$ cat src/rtl/billiard_collision_pkg.sv
// Shared types and width helpers for the billiard multi-ball collision resolver.
// Widths follow the full-precision chain d -> dot -> dot*d used by the resolver datapath.
package billiard_collision_pkg;

    typedef enum logic [2:0] {
        ST_IDLE,
        ST_LOAD,
        ST_CHECK,
        ST_DIV_X,
        ST_DIV_Y,
        ST_APPLY,
        ST_NEXT,
        ST_DONE
    } state_t;

    typedef struct packed {
        logic signed [31:0] x;
        logic signed [31:0] y;
    } ball_vel_t;

    // Width of |dot*d|: d is COORD_W+1, dv is VEL_W+1, dot adds one carry bit.
    function automatic int num_w(input int coord_w, input int vel_w);
        int d_w;
        int dot_w;
        d_w   = coord_w + 1;
        dot_w = d_w + (vel_w + 1) + 1;
        return dot_w + d_w - 1;
    endfunction

    function automatic int ball_diam_sq(input int diam);
        return diam * diam;
    endfunction

endpackage

$ cat src/rtl/seq_udiv.sv
// Restoring unsigned divider, one quotient bit per cycle.
// The first bit is resolved on the start edge, so a divide occupies DIVIDEND_W cycles up to done.
module seq_udiv #(
    parameter int DIVIDEND_W = 36,
    parameter int DIVISOR_W  = 24
) (
    input  logic                  clk,
    input  logic                  reset,
    input  logic                  start,
    input  logic [DIVIDEND_W-1:0] dividend,
    input  logic [DIVISOR_W-1:0]  divisor,
    output logic                  busy,
    output logic                  done,
    output logic [DIVIDEND_W-1:0] quotient
);

    localparam int CNT_W = $clog2(DIVIDEND_W);

    logic [DIVISOR_W-1:0]  rem_r;
    logic [DIVISOR_W-1:0]  dsr_r;
    logic [DIVIDEND_W-1:0] acc_r;
    logic [CNT_W-1:0]      cnt_r;
    logic                  busy_r;
    logic                  done_r;

    logic [DIVISOR_W-1:0]  src_rem;
    logic [DIVISOR_W-1:0]  src_dsr;
    logic [DIVIDEND_W-1:0] src_acc;
    logic [DIVISOR_W:0]    trial;
    logic [DIVISOR_W:0]    diff;
    logic                  fits;
    logic [DIVISOR_W-1:0]  rem_nxt;
    logic [DIVIDEND_W-1:0] acc_nxt;

    // acc_r shifts dividend bits out of the top while quotient bits enter at the bottom.
    always_comb begin
        src_rem = busy_r ? rem_r : '0;
        src_dsr = busy_r ? dsr_r : divisor;
        src_acc = busy_r ? acc_r : dividend;
        trial   = {src_rem, src_acc[DIVIDEND_W-1]};
        diff    = trial - {1'b0, src_dsr};
        fits    = trial >= {1'b0, src_dsr};
        rem_nxt = fits ? diff[DIVISOR_W-1:0] : trial[DIVISOR_W-1:0];
        acc_nxt = {src_acc[DIVIDEND_W-2:0], fits};
    end

    always_ff @(posedge clk) begin
        if (reset) begin
            rem_r  <= '0;
            dsr_r  <= '0;
            acc_r  <= '0;
            cnt_r  <= '0;
            busy_r <= 1'b0;
            done_r <= 1'b0;
        end else begin
            done_r <= 1'b0;
            if (start && !busy_r) begin
                rem_r  <= rem_nxt;
                acc_r  <= acc_nxt;
                dsr_r  <= divisor;
                cnt_r  <= CNT_W'(DIVIDEND_W - 1);
                busy_r <= 1'b1;
            end else if (busy_r) begin
                rem_r <= rem_nxt;
                acc_r <= acc_nxt;
                cnt_r <= cnt_r - 1'b1;
                if (cnt_r == CNT_W'(1)) begin
                    busy_r <= 1'b0;
                    done_r <= 1'b1;
                end
            end
        end
    end

    assign busy     = busy_r;
    assign done     = done_r;
    assign quotient = acc_r;

endmodule

$ cat src/rtl/ball_collision_resolver.sv
// Walks every ball pair (i<j) in fixed order and exchanges the centre-line velocity
// component of touching, approaching pairs; results are published with a done pulse.
//
// state    | meaning
// ST_IDLE  | waiting for start
// ST_LOAD  | snapshot inputs, pair (0,1), clear mask
// ST_CHECK | contact/approach test for pair (i,j)
// ST_DIV_X | qx = dot*dx/dist2 on the shared divider
// ST_DIV_Y | qy = dot*dy/dist2 on the shared divider
// ST_APPLY | v_i -= q, v_j += q with saturation
// ST_NEXT  | advance pair indices
// ST_DONE  | outputs valid, done pulse
module ball_collision_resolver
    import billiard_collision_pkg::*;
#(
    parameter int NUM_BALLS = 4,
    parameter int COORD_W   = 11,
    parameter int VEL_W     = 11,
    parameter int BALL_DIAM = 32
) (
    input  logic                         clk,
    input  logic                         reset,
    input  logic                         start,
    input  logic [NUM_BALLS*COORD_W-1:0] pos_x_in,
    input  logic [NUM_BALLS*COORD_W-1:0] pos_y_in,
    input  logic [NUM_BALLS*VEL_W-1:0]   vel_x_in,
    input  logic [NUM_BALLS*VEL_W-1:0]   vel_y_in,
    output logic [NUM_BALLS*VEL_W-1:0]   vel_x_out,
    output logic [NUM_BALLS*VEL_W-1:0]   vel_y_out,
    output logic [NUM_BALLS-1:0]         collision_mask,
    output logic                         busy,
    output logic                         done
);

    localparam int D_W    = COORD_W + 1;
    localparam int DV_W   = VEL_W + 1;
    localparam int MUL_W  = D_W + DV_W;
    localparam int SQ_W   = 2 * D_W;
    localparam int DOT_W  = MUL_W + 1;
    localparam int PROD_W = DOT_W + D_W;
    localparam int NUM_W  = num_w(COORD_W, VEL_W);
    localparam int Q_W    = NUM_W + 1;
    localparam int SUM_W  = Q_W + 1;
    localparam int IDX_W  = $clog2(NUM_BALLS);

    localparam logic [SQ_W-1:0]         DIAM_SQ = SQ_W'(ball_diam_sq(BALL_DIAM));
    localparam logic signed [SUM_W-1:0] VEL_MAX = SUM_W'((1 << (VEL_W - 1)) - 1);
    localparam logic signed [SUM_W-1:0] VEL_MIN = SUM_W'(-(1 << (VEL_W - 1)));
    localparam logic [IDX_W-1:0]        LAST_I  = IDX_W'(NUM_BALLS - 2);
    localparam logic [IDX_W-1:0]        LAST_J  = IDX_W'(NUM_BALLS - 1);

    state_t state, state_nxt;

    logic signed [COORD_W-1:0] px_r [NUM_BALLS];
    logic signed [COORD_W-1:0] py_r [NUM_BALLS];
    logic signed [VEL_W-1:0]   vx_r [NUM_BALLS];
    logic signed [VEL_W-1:0]   vy_r [NUM_BALLS];
    logic [NUM_BALLS-1:0]      mask_r;
    logic [IDX_W-1:0]          idx_i;
    logic [IDX_W-1:0]          idx_j;
    logic signed [Q_W-1:0]     qx_r;
    logic signed [Q_W-1:0]     qy_r;

    logic signed [D_W-1:0]    dx, dy;
    logic signed [DV_W-1:0]   dvx, dvy;
    logic signed [MUL_W-1:0]  pxv, pyv;
    logic signed [SQ_W-1:0]   sqx, sqy;
    logic [SQ_W-1:0]          dist2;
    logic signed [DOT_W-1:0]  dot;
    logic signed [PROD_W-1:0] prod_x, prod_y, nprod_x, nprod_y;
    logic [NUM_W-1:0]         mag_x, mag_y;
    logic                     neg_x, neg_y;
    logic                     collide;
    logic                     last_pair;

    logic                     div_start, div_busy, div_done;
    logic [NUM_W-1:0]         div_dividend;
    logic [NUM_W-1:0]         div_quot;
    logic signed [Q_W-1:0]    q_pos;
    logic signed [SUM_W-1:0]  sum_vix, sum_viy, sum_vjx, sum_vjy;

    function automatic logic signed [VEL_W-1:0] sat_vel(input logic signed [SUM_W-1:0] v);
        if (v > VEL_MAX) return VEL_MAX[VEL_W-1:0];
        if (v < VEL_MIN) return VEL_MIN[VEL_W-1:0];
        return v[VEL_W-1:0];
    endfunction

    // Pair geometry at full precision; all terms are held stable while the divider runs.
    assign dx      = D_W'(px_r[idx_j]) - D_W'(px_r[idx_i]);
    assign dy      = D_W'(py_r[idx_j]) - D_W'(py_r[idx_i]);
    assign dvx     = DV_W'(vx_r[idx_i]) - DV_W'(vx_r[idx_j]);
    assign dvy     = DV_W'(vy_r[idx_i]) - DV_W'(vy_r[idx_j]);
    assign pxv     = MUL_W'(dx) * MUL_W'(dvx);
    assign pyv     = MUL_W'(dy) * MUL_W'(dvy);
    assign sqx     = SQ_W'(dx) * SQ_W'(dx);
    assign sqy     = SQ_W'(dy) * SQ_W'(dy);
    assign dist2   = $unsigned(sqx) + $unsigned(sqy);
    assign dot     = DOT_W'(pxv) + DOT_W'(pyv);
    assign collide = (dist2 != '0) && (dist2 < DIAM_SQ) && !dot[DOT_W-1] && (dot != '0);

    assign prod_x  = PROD_W'(dot) * PROD_W'(dx);
    assign prod_y  = PROD_W'(dot) * PROD_W'(dy);
    assign nprod_x = -prod_x;
    assign nprod_y = -prod_y;
    assign mag_x   = prod_x[PROD_W-1] ? nprod_x[NUM_W-1:0] : prod_x[NUM_W-1:0];
    assign mag_y   = prod_y[PROD_W-1] ? nprod_y[NUM_W-1:0] : prod_y[NUM_W-1:0];
    assign neg_x   = dot[DOT_W-1] ^ dx[D_W-1];
    assign neg_y   = dot[DOT_W-1] ^ dy[D_W-1];
    assign q_pos   = $signed({1'b0, div_quot});

    assign last_pair = (idx_i == LAST_I) && (idx_j == LAST_J);

    assign sum_vix = SUM_W'(vx_r[idx_i]) - SUM_W'(qx_r);
    assign sum_viy = SUM_W'(vy_r[idx_i]) - SUM_W'(qy_r);
    assign sum_vjx = SUM_W'(vx_r[idx_j]) + SUM_W'(qx_r);
    assign sum_vjy = SUM_W'(vy_r[idx_j]) + SUM_W'(qy_r);

    seq_udiv #(
        .DIVIDEND_W (NUM_W),
        .DIVISOR_W  (SQ_W)
    ) u_div (
        .clk      (clk),
        .reset    (reset),
        .start    (div_start),
        .dividend (div_dividend),
        .divisor  (dist2),
        .busy     (div_busy),
        .done     (div_done),
        .quotient (div_quot)
    );

    always_ff @(posedge clk) begin
        if (reset) state <= ST_IDLE;
        else       state <= state_nxt;
    end

    always_comb begin
        state_nxt = state;
        case (state)
            ST_IDLE:  if (start) state_nxt = ST_LOAD;
            ST_LOAD:  state_nxt = ST_CHECK;
            ST_CHECK: state_nxt = collide ? ST_DIV_X : ST_NEXT;
            ST_DIV_X: if (div_done) state_nxt = ST_DIV_Y;
            ST_DIV_Y: if (div_done) state_nxt = ST_APPLY;
            ST_APPLY: state_nxt = ST_NEXT;
            ST_NEXT:  state_nxt = last_pair ? ST_DONE : ST_CHECK;
            ST_DONE:  state_nxt = ST_IDLE;
            default:  state_nxt = ST_IDLE;
        endcase
    end

    // The Y divide is launched in the cycle the X quotient lands, keeping each axis at NUM_W cycles.
    always_comb begin
        busy         = (state != ST_IDLE);
        done         = (state == ST_DONE);
        div_start    = !div_busy && (((state == ST_CHECK) && collide) ||
                                     ((state == ST_DIV_X) && div_done));
        div_dividend = (state == ST_DIV_X) ? mag_y : mag_x;
    end

    always_ff @(posedge clk) begin
        if (reset) begin
            for (int k = 0; k < NUM_BALLS; k++) begin
                px_r[k] <= '0;
                py_r[k] <= '0;
                vx_r[k] <= '0;
                vy_r[k] <= '0;
            end
            mask_r <= '0;
            idx_i  <= '0;
            idx_j  <= '0;
            qx_r   <= '0;
            qy_r   <= '0;
        end else begin
            case (state)
                ST_LOAD: begin
                    for (int k = 0; k < NUM_BALLS; k++) begin
                        px_r[k] <= pos_x_in[k*COORD_W +: COORD_W];
                        py_r[k] <= pos_y_in[k*COORD_W +: COORD_W];
                        vx_r[k] <= vel_x_in[k*VEL_W +: VEL_W];
                        vy_r[k] <= vel_y_in[k*VEL_W +: VEL_W];
                    end
                    mask_r <= '0;
                    idx_i  <= '0;
                    idx_j  <= IDX_W'(1);
                end
                ST_DIV_X: if (div_done) qx_r <= neg_x ? -q_pos : q_pos;
                ST_DIV_Y: if (div_done) qy_r <= neg_y ? -q_pos : q_pos;
                ST_APPLY: begin
                    vx_r[idx_i]   <= sat_vel(sum_vix);
                    vy_r[idx_i]   <= sat_vel(sum_viy);
                    vx_r[idx_j]   <= sat_vel(sum_vjx);
                    vy_r[idx_j]   <= sat_vel(sum_vjy);
                    mask_r[idx_i] <= 1'b1;
                    mask_r[idx_j] <= 1'b1;
                end
                ST_NEXT: begin
                    if (idx_j == LAST_J) begin
                        idx_i <= idx_i + 1'b1;
                        idx_j <= idx_i + IDX_W'(2);
                    end else begin
                        idx_j <= idx_j + 1'b1;
                    end
                end
                default: ;
            endcase
        end
    end

    // Outputs are loaded on the way into DONE so they are already valid while done is high.
    always_ff @(posedge clk) begin
        if (reset) begin
            vel_x_out      <= '0;
            vel_y_out      <= '0;
            collision_mask <= '0;
        end else if ((state == ST_NEXT) && last_pair) begin
            for (int k = 0; k < NUM_BALLS; k++) begin
                vel_x_out[k*VEL_W +: VEL_W] <= vx_r[k];
                vel_y_out[k*VEL_W +: VEL_W] <= vy_r[k];
            end
            collision_mask <= mask_r;
        end
    end

endmodule

$ cat config.mk
export PLATFORM = sky130hd
export DESIGN_NAME = ball_collision_resolver
export DESIGN_NICKNAME = d
export VERILOG_FILES = /design/src/rtl/billiard_collision_pkg.sv /design/src/rtl/seq_udiv.sv /design/src/rtl/ball_collision_resolver.sv
export SDC_FILE = /design/constraint.sdc
export NUM_CORES = 2
export LEC_CHECK = 0
export CAP_MARGIN = 20
export CORE_UTILIZATION = 37
export CTS_CLUSTER_SIZE = 40
export DETAILED_ROUTE_END_ITERATION = 8
export HOLD_SLACK_MARGIN = 0.05
export MAX_ROUTING_LAYER = met4
export PLACE_DENSITY = 0.55
export SLEW_MARGIN = 20
export SYNTH_ARGS = -nofsm -noshare
export SYNTH_HDL_FRONTEND = slang
export SYNTH_HIERARCHICAL = 1
export SYNTH_SLANG_ARGS = --single-unit
$ cat constraint.sdc
create_clock -name clk -period 26.5 [get_ports clk]
set_input_delay 7.95 -clock clk [delete_from_list [all_inputs] [get_ports clk]]
set_output_delay 7.95 -clock clk [all_outputs]
set_load 0.1 [all_outputs]
==> key figures <==
Status
  • Status: completed

STA
  • Pin slew with the least headroom to its limit: 1.20 ns
  • Final Cycle Share: 78.9%
  • Max Clock Freq: 0.0478 GHz
  • Max-slew violations: 0
  • # setup viols final: 0
  • Post-layout min period: 20.91 ns
  • Max transition margin: 19.3%
  • RSZ-0062 raised after global routing: no
  • Fin Setup TNS: 0 ns
  • Hold Vio Cnt, Final: 0
  • Clock Skew: 0.0695 ns

GRT
  • GRT Util Overall: 25.9%
  • First-pass GRT wire length: 418 mm
  • M1 GR Usage: 34.6%
  • Vias in the first global route: 68300
  • Grt met2 use: 41.8%
  • Initial antenna violation count: 8
  • GR peak layer: met2
  • Grt met3 use: 2.80%
  • Remaining Overflow, GRT: 0
  • Pin count of the biggest net entering global routing: 121

Floorplanning
  • Chip Width: 464 µm
  • Die outline height: 464 µm
  • Top Ports: 273
  • Row cnt: 169
  • Core area: 0.212 mm²
  • Initial cell density of the core: 37.3%
  • Die Area: 0.215 mm²

Logic synthesis
  • Synth top cells by count: inv_1, fa_1, nand2_1, nor2_1, ha_1
  • Synthesized net count: 11100
  • Seq cells post-synth: 449
  • EDFF count, synth: 176
  • Seq/Total Area, Yosys: 13.6%
  • Post-Syn Area: 0.0790 mm²
  • Synth Warn #: 6
  • Area leader, netlist: fa_1
  • Yosys cell types: 134
  • Area contributors post-synth: fa_1, ha_1, inv_1
  • Most common cell in the netlist: inv_1
  • Syn Area/Cell: 8.59 µm²
  • Synth top area share: 29.0%
  • Top_reg_cell synth: dfxtp_1
  • Cells after Synth: 9198
  • Asr flop ratio synth: 0%

Critical path
  • CP max stage delay: 0.91 ns
  • WP data required: 27.05 ns
  • Reg-to-Reg End: u_div/rem_r[18]
  • Worst-path maximum fanout: 35
  • CP Data Arrival Time: 21.46 ns
  • Crit. End Element: flop
  • CP endpoint: u_div/rem_r[18]
  • FF-to-FF setup slack: 5.59 ns
  • Worst Reg2Reg Path Length in Cells: 72
  • Critical-path top delay cell: clkinv_1
  • CP Class: flop to flop
  • CP startpoint kind: flop

Placement
  • Post-Place Cells: 12000
  • Port Buffers: 272
  • Cell Area, Placed: 0.0850 mm²
  • HPWL after detailed placement: 218 mm
  • Routability Congestion: 0.934

Clocking
  • Post-CTS Setup Inserts: 0
  • CTS hold repair buffers: 0
  • Clock transition at the registers of the reported paths: 0.06 ns
  • Later-pin clock latency in the skew report: 0.70 ns
  • CTS tree: done
  • H-tree depth: 2
  • CTS Root Cell: clkbuf_16
  • CTS Sinks: 449
  • PostCTS Resize Cnt: 0
  • Max Buffers Root-to-Sink: 3
  • Num CTS Buffers: 53

Detailed routing
  • Via count: 66900
  • Drt total wl: 272 mm
  • DRT iter0 DRCs: 5451
  • Post-DR wirelength/cell: 22.4 µm
  • Via-to-Cell Ratio: 5.52
  • DRC Markers: 0
  • First-pass detailed-route iteration total: 6
  • DRT antenna net count: 0

Min path
  • Tightest Hold Check Type: flop to flop
  • Hold path depth: 2
  • Min-delay src: u_div/dsr_r[15]

Final layout
  • Share of cells above drive strength 1: 5.42%
  • Finished Layout Cells: 12100
  • # nets final: 11100
  • Design area: 0.0868 mm²
  • Area Growth Syn to Fin: 9.91%

Job
  • Max-cap violations: 0
cell usage in the layout (no fill, tap or decap), drive strengths merged, types with 28 or more instances in the layout:
cell and count:
mux2i 108, and2 261, clkdlybuf4s50 271, a221oi 31, nor3b 29, or3 76, nand2b 92, mux4 88
a211oi 90, buf 139, nor2b 60, nor3 127, o21bai 36, a311oi 71, o211ai 48, o21a 44
nand3 86, clkbuf 67, and3 42, nand2 1137, nand4 46, a22oi 45, xnor2 260, dfxtp 273
a211o 31, o31ai 28, edfxtp 176, o21ai 273, a21oi 535, inv 1467, ha 566, fa 1144
xor2 133, a32oi 33, nor2 807, a21o 123, a31oi 88, nor4 41
worst max-delay path: cells and delay by family, from the launching register on:
kind	cells	cell delay (ns)
AND/OR/NAND/NOR	9	2.03
buffers and inverters	17	3.51
XOR/XNOR	2	0.79
AO/OA/AOI/OAI	23	5.01
adder cells (fa/ha/maj)	18	7.60
flip-flops	1	0.50
multiplexers	3	1.27
kinds of logic after synthesis:
family	count (synthesis)	share of synthesized area, %
AO/OA/AOI/OAI	1646	13.9
XOR/XNOR	398	4.51
adder cells (fa/ha/maj)	1710	37.9
buffers and inverters	1881	9.02
flip-flops	449	13.6
multiplexers	202	3.96
AND/OR/NAND/NOR	2912	17.0
routing by layer:
metal  wire (µm)  vias up  part of all wire (%)
met2      126000     2466                    46
li1            -    30400                     -
met3       18000      354                   6.6
met5           0        -                     0
met1      119000    33700                    44
met4        8750        0                   3.2
flip-flops by register name, summed over array words and instances, names as in the netlist, 4 cells and up, named ones only:
signal / count
collision_mask: 4
mask_r: 4
px_r: 44
py_r: 44
qx_r: 37
qy_r: 37
u_div/cnt_r: 6
u_div/dsr_r: 24
u_div/quotient: 36
u_div/rem_r: 24
vel_x_out: 44
vel_y_out: 44
vx_r: 44
vy_r: 44
per-stage QoR:
stage          setup WS, ns  utilization, %  hold slack [ns]
2_1_floorplan          8.17               -            0.426
3_3_place_gp           5.86            40.1            0.441
3_5_place_dp           5.58            40.1            0.449
4_1_cts                5.51            40.9            0.457
5_1_grt                4.34            40.9            0.473
6_report               5.59            40.9            0.455
worst min path at each step:
stage                 endpoint  slack (ns)
6_report       u_div/dsr_r[15]        0.45
3_3_place_gp    u_div/dsr_r[0]        0.44
5_1_grt        u_div/dsr_r[17]        0.47
2_1_floorplan        mask_r[0]        0.43
3_5_place_dp   u_div/dsr_r[21]        0.45
4_1_cts        u_div/dsr_r[21]        0.46
final cells by class:
cell class,instances,area [µm²]
Multi-Input combinational cell,6868,61500
Fill cell,21300,125000
Clock inverter,29,378
Antenna cell,1,2.50
Inverter,1471,5520
Clock buffer,67,1430
Sequential cell,449,10800
Timing Repair Buffer,410,3770
Tap cell,2821,3530
Power is left out: the tool's default activity adds up to more than one toggle a clock period on the data nets, which glitch-free logic cannot reach.
